$ cat src/rtl/pwm_audio_pkg.sv
// Shared definitions for the PWM audio link (transmitter and receiver).
// Holds the default duty width and the receiver's frame-alignment states.
package pwm_audio_pkg;

  localparam int unsigned DefaultN = 4;

  typedef enum logic [1:0] {
    SEARCH  = 2'd0,
    ACQUIRE = 2'd1,
    LOCKED  = 2'd2
  } demod_state_t;

endpackage

$ cat src/rtl/sync_2ff.sv
// Generic single-bit two-flop synchronizer with synchronous active-high reset to 0.
module sync_2ff (
  input  logic clk_i,
  input  logic reset_i,
  input  logic d_i,
  output logic q_o
);

  logic meta_q;
  logic sync_q;

  always_ff @(posedge clk_i) begin
    if (reset_i) begin
      meta_q <= 1'b0;
      sync_q <= 1'b0;
    end else begin
      meta_q <= d_i;
      sync_q <= meta_q;
    end
  end

  assign q_o = sync_q;

endmodule

$ cat src/rtl/pwm_audio_demod.sv
// PWM audio receiver: aligns to the frame-start rising edge and counts high samples per
// 2^N-clock window, emitting one duty sample per frame plus lock and error status.
module pwm_audio_demod
  import pwm_audio_pkg::*;
#(
  parameter int unsigned N = DefaultN
) (
  input  logic         clk,
  input  logic         reset,
  input  logic         pwm_in,
  output logic [N-1:0] duty_out,
  output logic         duty_valid,
  output logic         locked,
  output logic         frame_err
);

  demod_state_t state_q, state_d;
  logic         s;
  logic         s_d_q;
  logic         rise;
  logic         boundary;
  logic [N-1:0] win_q, win_d;
  logic [N:0]   hi_q, hi_d;
  logic [N-1:0] duty_q, duty_d;
  logic [N-1:0] sat_hi;
  logic         valid_q, valid_d;
  logic         err_q, err_d;

  sync_2ff u_sync (
    .clk_i   (clk),
    .reset_i (reset),
    .d_i     (pwm_in),
    .q_o     (s)
  );

  assign rise     = s & ~s_d_q;
  assign boundary = (win_q == '0);
  // A full-high window counts 2^N, which does not fit the duty width.
  assign sat_hi   = hi_q[N] ? {N{1'b1}} : hi_q[N-1:0];

  always_comb begin
    state_d = state_q;
    win_d   = win_q;
    hi_d    = hi_q;
    duty_d  = duty_q;
    valid_d = 1'b0;
    err_d   = 1'b0;
    unique case (state_q)
      SEARCH: begin
        if (rise) begin
          win_d   = N'(1);
          hi_d    = (N+1)'(1);
          state_d = ACQUIRE;
        end
      end
      ACQUIRE, LOCKED: begin
        if (boundary) begin
          duty_d  = sat_hi;
          valid_d = 1'b1;
          err_d   = hi_q[N];
          hi_d    = (N+1)'(s);
          win_d   = win_q + N'(1);
          state_d = LOCKED;
        end else if (rise) begin
          // Edge inside the window: realign to it and drop the partial frame.
          err_d   = 1'b1;
          win_d   = N'(1);
          hi_d    = (N+1)'(1);
          state_d = ACQUIRE;
        end else begin
          win_d = win_q + N'(1);
          hi_d  = hi_q + (N+1)'(s);
        end
      end
      default: begin
        state_d = SEARCH;
      end
    endcase
  end

  always_ff @(posedge clk) begin
    if (reset) begin
      state_q <= SEARCH;
      s_d_q   <= 1'b0;
      win_q   <= '0;
      hi_q    <= '0;
      duty_q  <= '0;
      valid_q <= 1'b0;
      err_q   <= 1'b0;
    end else begin
      state_q <= state_d;
      s_d_q   <= s;
      win_q   <= win_d;
      hi_q    <= hi_d;
      duty_q  <= duty_d;
      valid_q <= valid_d;
      err_q   <= err_d;
    end
  end

  assign duty_out   = duty_q;
  assign duty_valid = valid_q;
  assign frame_err  = err_q;
  assign locked     = (state_q == LOCKED);

endmodule

$ cat config.mk
export PLATFORM = sky130hd
export DESIGN_NAME = pwm_audio_demod
export DESIGN_NICKNAME = d
export VERILOG_FILES = /design/src/rtl/pwm_audio_pkg.sv /design/src/rtl/sync_2ff.sv /design/src/rtl/pwm_audio_demod.sv
export SDC_FILE = /design/constraint.sdc
export NUM_CORES = 1
export LEC_CHECK = 0
export ABC_AREA = 0
export BUFFER_PORTS_ARGS = -buffer_cell sky130_fd_sc_hd__buf_4
export CAP_MARGIN = 0
export CORE_MARGIN = 5
export CORE_UTILIZATION = 60
export CTS_BUF_LIST = sky130_fd_sc_hd__clkbuf_2
export CTS_CLUSTER_DIAMETER = 100
export DETAILED_ROUTE_END_ITERATION = 7
export PLACE_DENSITY_LB_ADDON = 0.15
export SKIP_LAST_GASP = 1
export SLEW_MARGIN = 20
export SYNTH_ARGS = -nofsm -noshare
export SYNTH_HDL_FRONTEND = slang
export SYNTH_SLANG_ARGS = --single-unit
$ cat constraint.sdc
create_clock -name clk -period 4.3 [get_ports clk]
set_input_delay 0.215 -clock clk [delete_from_list [all_inputs] [get_ports clk]]
set_output_delay 0.215 -clock clk [all_outputs]
set_load 0.05 [all_outputs]
==> impl_metrics.sql <==
INSERT INTO impl_metrics (metric_group, metric, value, unit) VALUES
('run_status', 'outcome', 'finished, final reports clean', ''),
('clock_network', 'clock-sinks', '20', ''),
('sta', 'finalHoldWorstSlack', '0.108', 'ns'),
('final_layout', 'diodes', '0', ''),
('power', 'static-leakage-power', '0.000419', 'µW'),
('worst_hold_path', 'worst_hold_path_type', 'input pin to register', ''),
('synthesis', 'compound_gate_fraction_of_synth_area', '14.1', '%'),
('power', 'ir_worst_vdd', '0.000237', 'V'),
('synthesis', 'postSynthRegisterBits', '20', ''),
('global_routing', 'number_of_global_route_vias_before_repair', '712', ''),
('synthesis', 'main_combinational_cell_family_by_area_after_synthesis', 'simple AND/OR/NAND/NOR gates', ''),
('sta', 'final_hold_viol_count', '0', ''),
('sta', 'clock_skew', '0.00464', 'ns'),
('place', 'gp_congestion', '0.850', ''),
('place', 'dp.final_hpwl', '1.29', 'mm'),
('synthesis', 'synthesis.area_per_instance', '8.66', 'µm²'),
('routing', 'drc', '0', ''),
('worst_setup_path', 'cp_max_fo', '8', ''),
('global_routing', 'globalRouteTotalUtil', '16.0', '%'),
('synthesis', 'synth.area.mux_share', '3.48', '%'),
('final_layout', 'most-common-layout-cells', '20 x dfxtp_1, 15 x nor2_1, 9 x buf_4, 8 x a21oi_1, 8 x nand2_1', ''),
('sta', 'final.setup.tns', '0', 'ns'),
('clock_network', 'clock_slew_at_reported_path_ffs', '0.18', 'ns'),
('final_layout', 'most_common_cell_after_layout_fill_and_taps_aside', 'dfxtp_1', ''),
('clock_network', 'clk_root_buffer_cell', 'clkbuf_2', ''),
('clock_network', 'clk_path_buf_depth', '2', ''),
('synthesis', 'ys.flop_type', 'dfxtp_1', ''),
('power', 'power-per-cell-area', '471', 'nW/µm²'),
('routing', 'dr.first_iter.drc_count', '17', ''),
('clock_network', 'post_cts_setup_inserts', '0', ''),
('sta', 'finalCriticalPeriod', '2.02', 'ns'),
('sta', 'max-slew-margin-rel', '58.6', '%'),
('sta', 'finalMaxSlewViolations', '0', ''),
('die', 'io-pin-count', '10', ''),
('worst_setup_path', 'worstPathRequired', '4.56', 'ns'),
('synthesis', 'post_synth_fa_ha_maj_area_fraction', '9.03', '%'),
('die', 'floorplan.initialDensity', '63.6', '%'),
('global_routing', 'grt_remaining_overflow', '0', ''),
('worst_setup_path', 'startpoint_type', 'register', ''),
('worst_setup_path', 'timing_worst_setup_path_type', 'register to register', ''),
('clock_network', 'cts_buffers', '3', ''),
('final_layout', 'finish.utilization', '68.9', '%'),
('worst_setup_path', 'ff2ff_setup_slack', '2.28', 'ns'),
('global_routing', 'grt_pass1_wl', '3.14', 'mm'),
('clock_network', 'tritoncts', 'done', ''),
('sta', 'setup-violations-final', '0', ''),
('routing', 'drtPass1Iterations', '4', ''),
('place', 'placed_cells_incl_taps', '131', ''),
('place', 'placement.setup.worst_slack', '2.35', 'ns'),
('final_layout', 'fill_cells', '117', ''),
('die', 'chipWidth', '50.2', 'µm'),
('synthesis', 'synth-async-reset-ratio', '0', '%'),
('final_layout', 'multi_input_comb_area', '524', 'µm²'),
('routing', 'finalWirelength', '1.81', 'mm'),
('final_layout', 'layout.nets', '130', ''),
('clock_network', 'clock_latency', '0.31', 'ns'),
('synthesis', 'synth-warning-count', '0', ''),
('clock_network', 'cts_max_level', '1', ''),
('global_routing', 'grt_max_degree', '23', ''),
('die', 'vertical_die_dimension', '50.2', 'µm'),
('synthesis', 'syn-instance-count', '112', ''),
('sta', 'timing.final.crit_share', '46.9', '%'),
('run', 'maxCapViolations', '0', ''),
('synthesis', 'synth-edff-count', '0', ''),
('worst_setup_path', 'critical_path.max_stage_delay', '0.49', 'ns'),
('routing', 'detailroute.via_count', '804', ''),
('final_layout', 'layout-drive-gt1-share', '11.8', '%'),
('routing', 'routed_wire_length_per_instance', '13.4', 'µm'),
('clock_network', 'post_cts_resized', '0', ''),
('worst_setup_path', 'ff2ff_path_depth', '6', ''),
('worst_setup_path', 'critical_path.endpoint_type', 'register', '');
==> Yosys cell counts, types with 2 or more instances <==
library cell	instances	share of area, %
dfxtp_1	20	41
nor2_1	15	5.8
a21oi_1	8	4.1
nand2_1	8	3.1
ha_1	7	9.0
nor2b_1	7	4.5
a211oi_1	5	3.9
inv_1	5	1.9
nand3_1	5	2.6
nor3_1	4	2.1
buf_2	3	1.5
a311oi_1	2	1.8
clkbuf_1	2	0.77
nand2b_1	2	1.3
nor3b_1	2	1.5
o21ai_1	2	1.0
==> registers in the layout (all words and copies together) (netlist names) <==
signal         flops
duty_valid         1
s_d_q              1
frame_err          1
win_q              4
u_sync.q_o         1
u_sync.meta_q      1
state_q            2
hi_q               5
duty_out           4
==> worst paths after layout <==
| kind | startpoint | endpoint |
|---|---|---|
| worst max-delay path | state_q[1]$_SDFF_PP0_ | hi_q[4]$_SDFFE_PP0P_ |
| worst min-delay path | pwm_in | u_sync.meta_q$_SDFF_PP0_ |
| worst max register to register | state_q[1]$_SDFF_PP0_ | hi_q[4]$_SDFFE_PP0P_ |
| worst min register to register | u_sync.meta_q$_SDFF_PP0_ | u_sync.q_o$_SDFF_PP0_ |
==> metal layers <==
layer,routed length (µm),track usage (%)
met4,30,7.86
met1,808,21.9
met2,847,23.0
met5,0,0
met3,120,4.14
==> cell type report <==
cell class | instances | share of cell area [%]
Tap cell | 16 | 1.91
Timing Repair Buffer | 9 | 6.44
Clock inverter | 1 | 0.358
Multi-Input combinational cell | 81 | 49.9
Sequential cell | 20 | 38.1
Clock buffer | 3 | 1.43
Inverter | 5 | 1.79
==> critical path, delay by kind of cell, from the launching register on <==
family	cells	cell delay [ns]
AO/OA/AOI/OAI	1	0.08
adder cells (fa/ha/maj)	1	0.40
AND/OR/NAND/NOR	3	1.03
flip-flops	1	0.41
buffers and inverters	1	0.06
==> logic make-up after synthesis <==
family                     Yosys count
and+or+nand+nor                     51
muxes                                2
DFF                                 20
AOI/OAI and AO/OA                   21
adders and majority gates            7
buffers and inverters               11
==> through the flow <==
stage               power [µW]  cell area (µm²)
global placement           417             1030
finish                     495             1050
floorplan                  380              970
global route               528             1050
CTS                        497             1050
detailed placement         423             1030
==> power by group <==
group	switching, µW	internal [µW]
clock	55.3	20.2
sequential	14.3	208
combinational	132	65.0
Note: power is estimated with default switching activity, not from simulation.
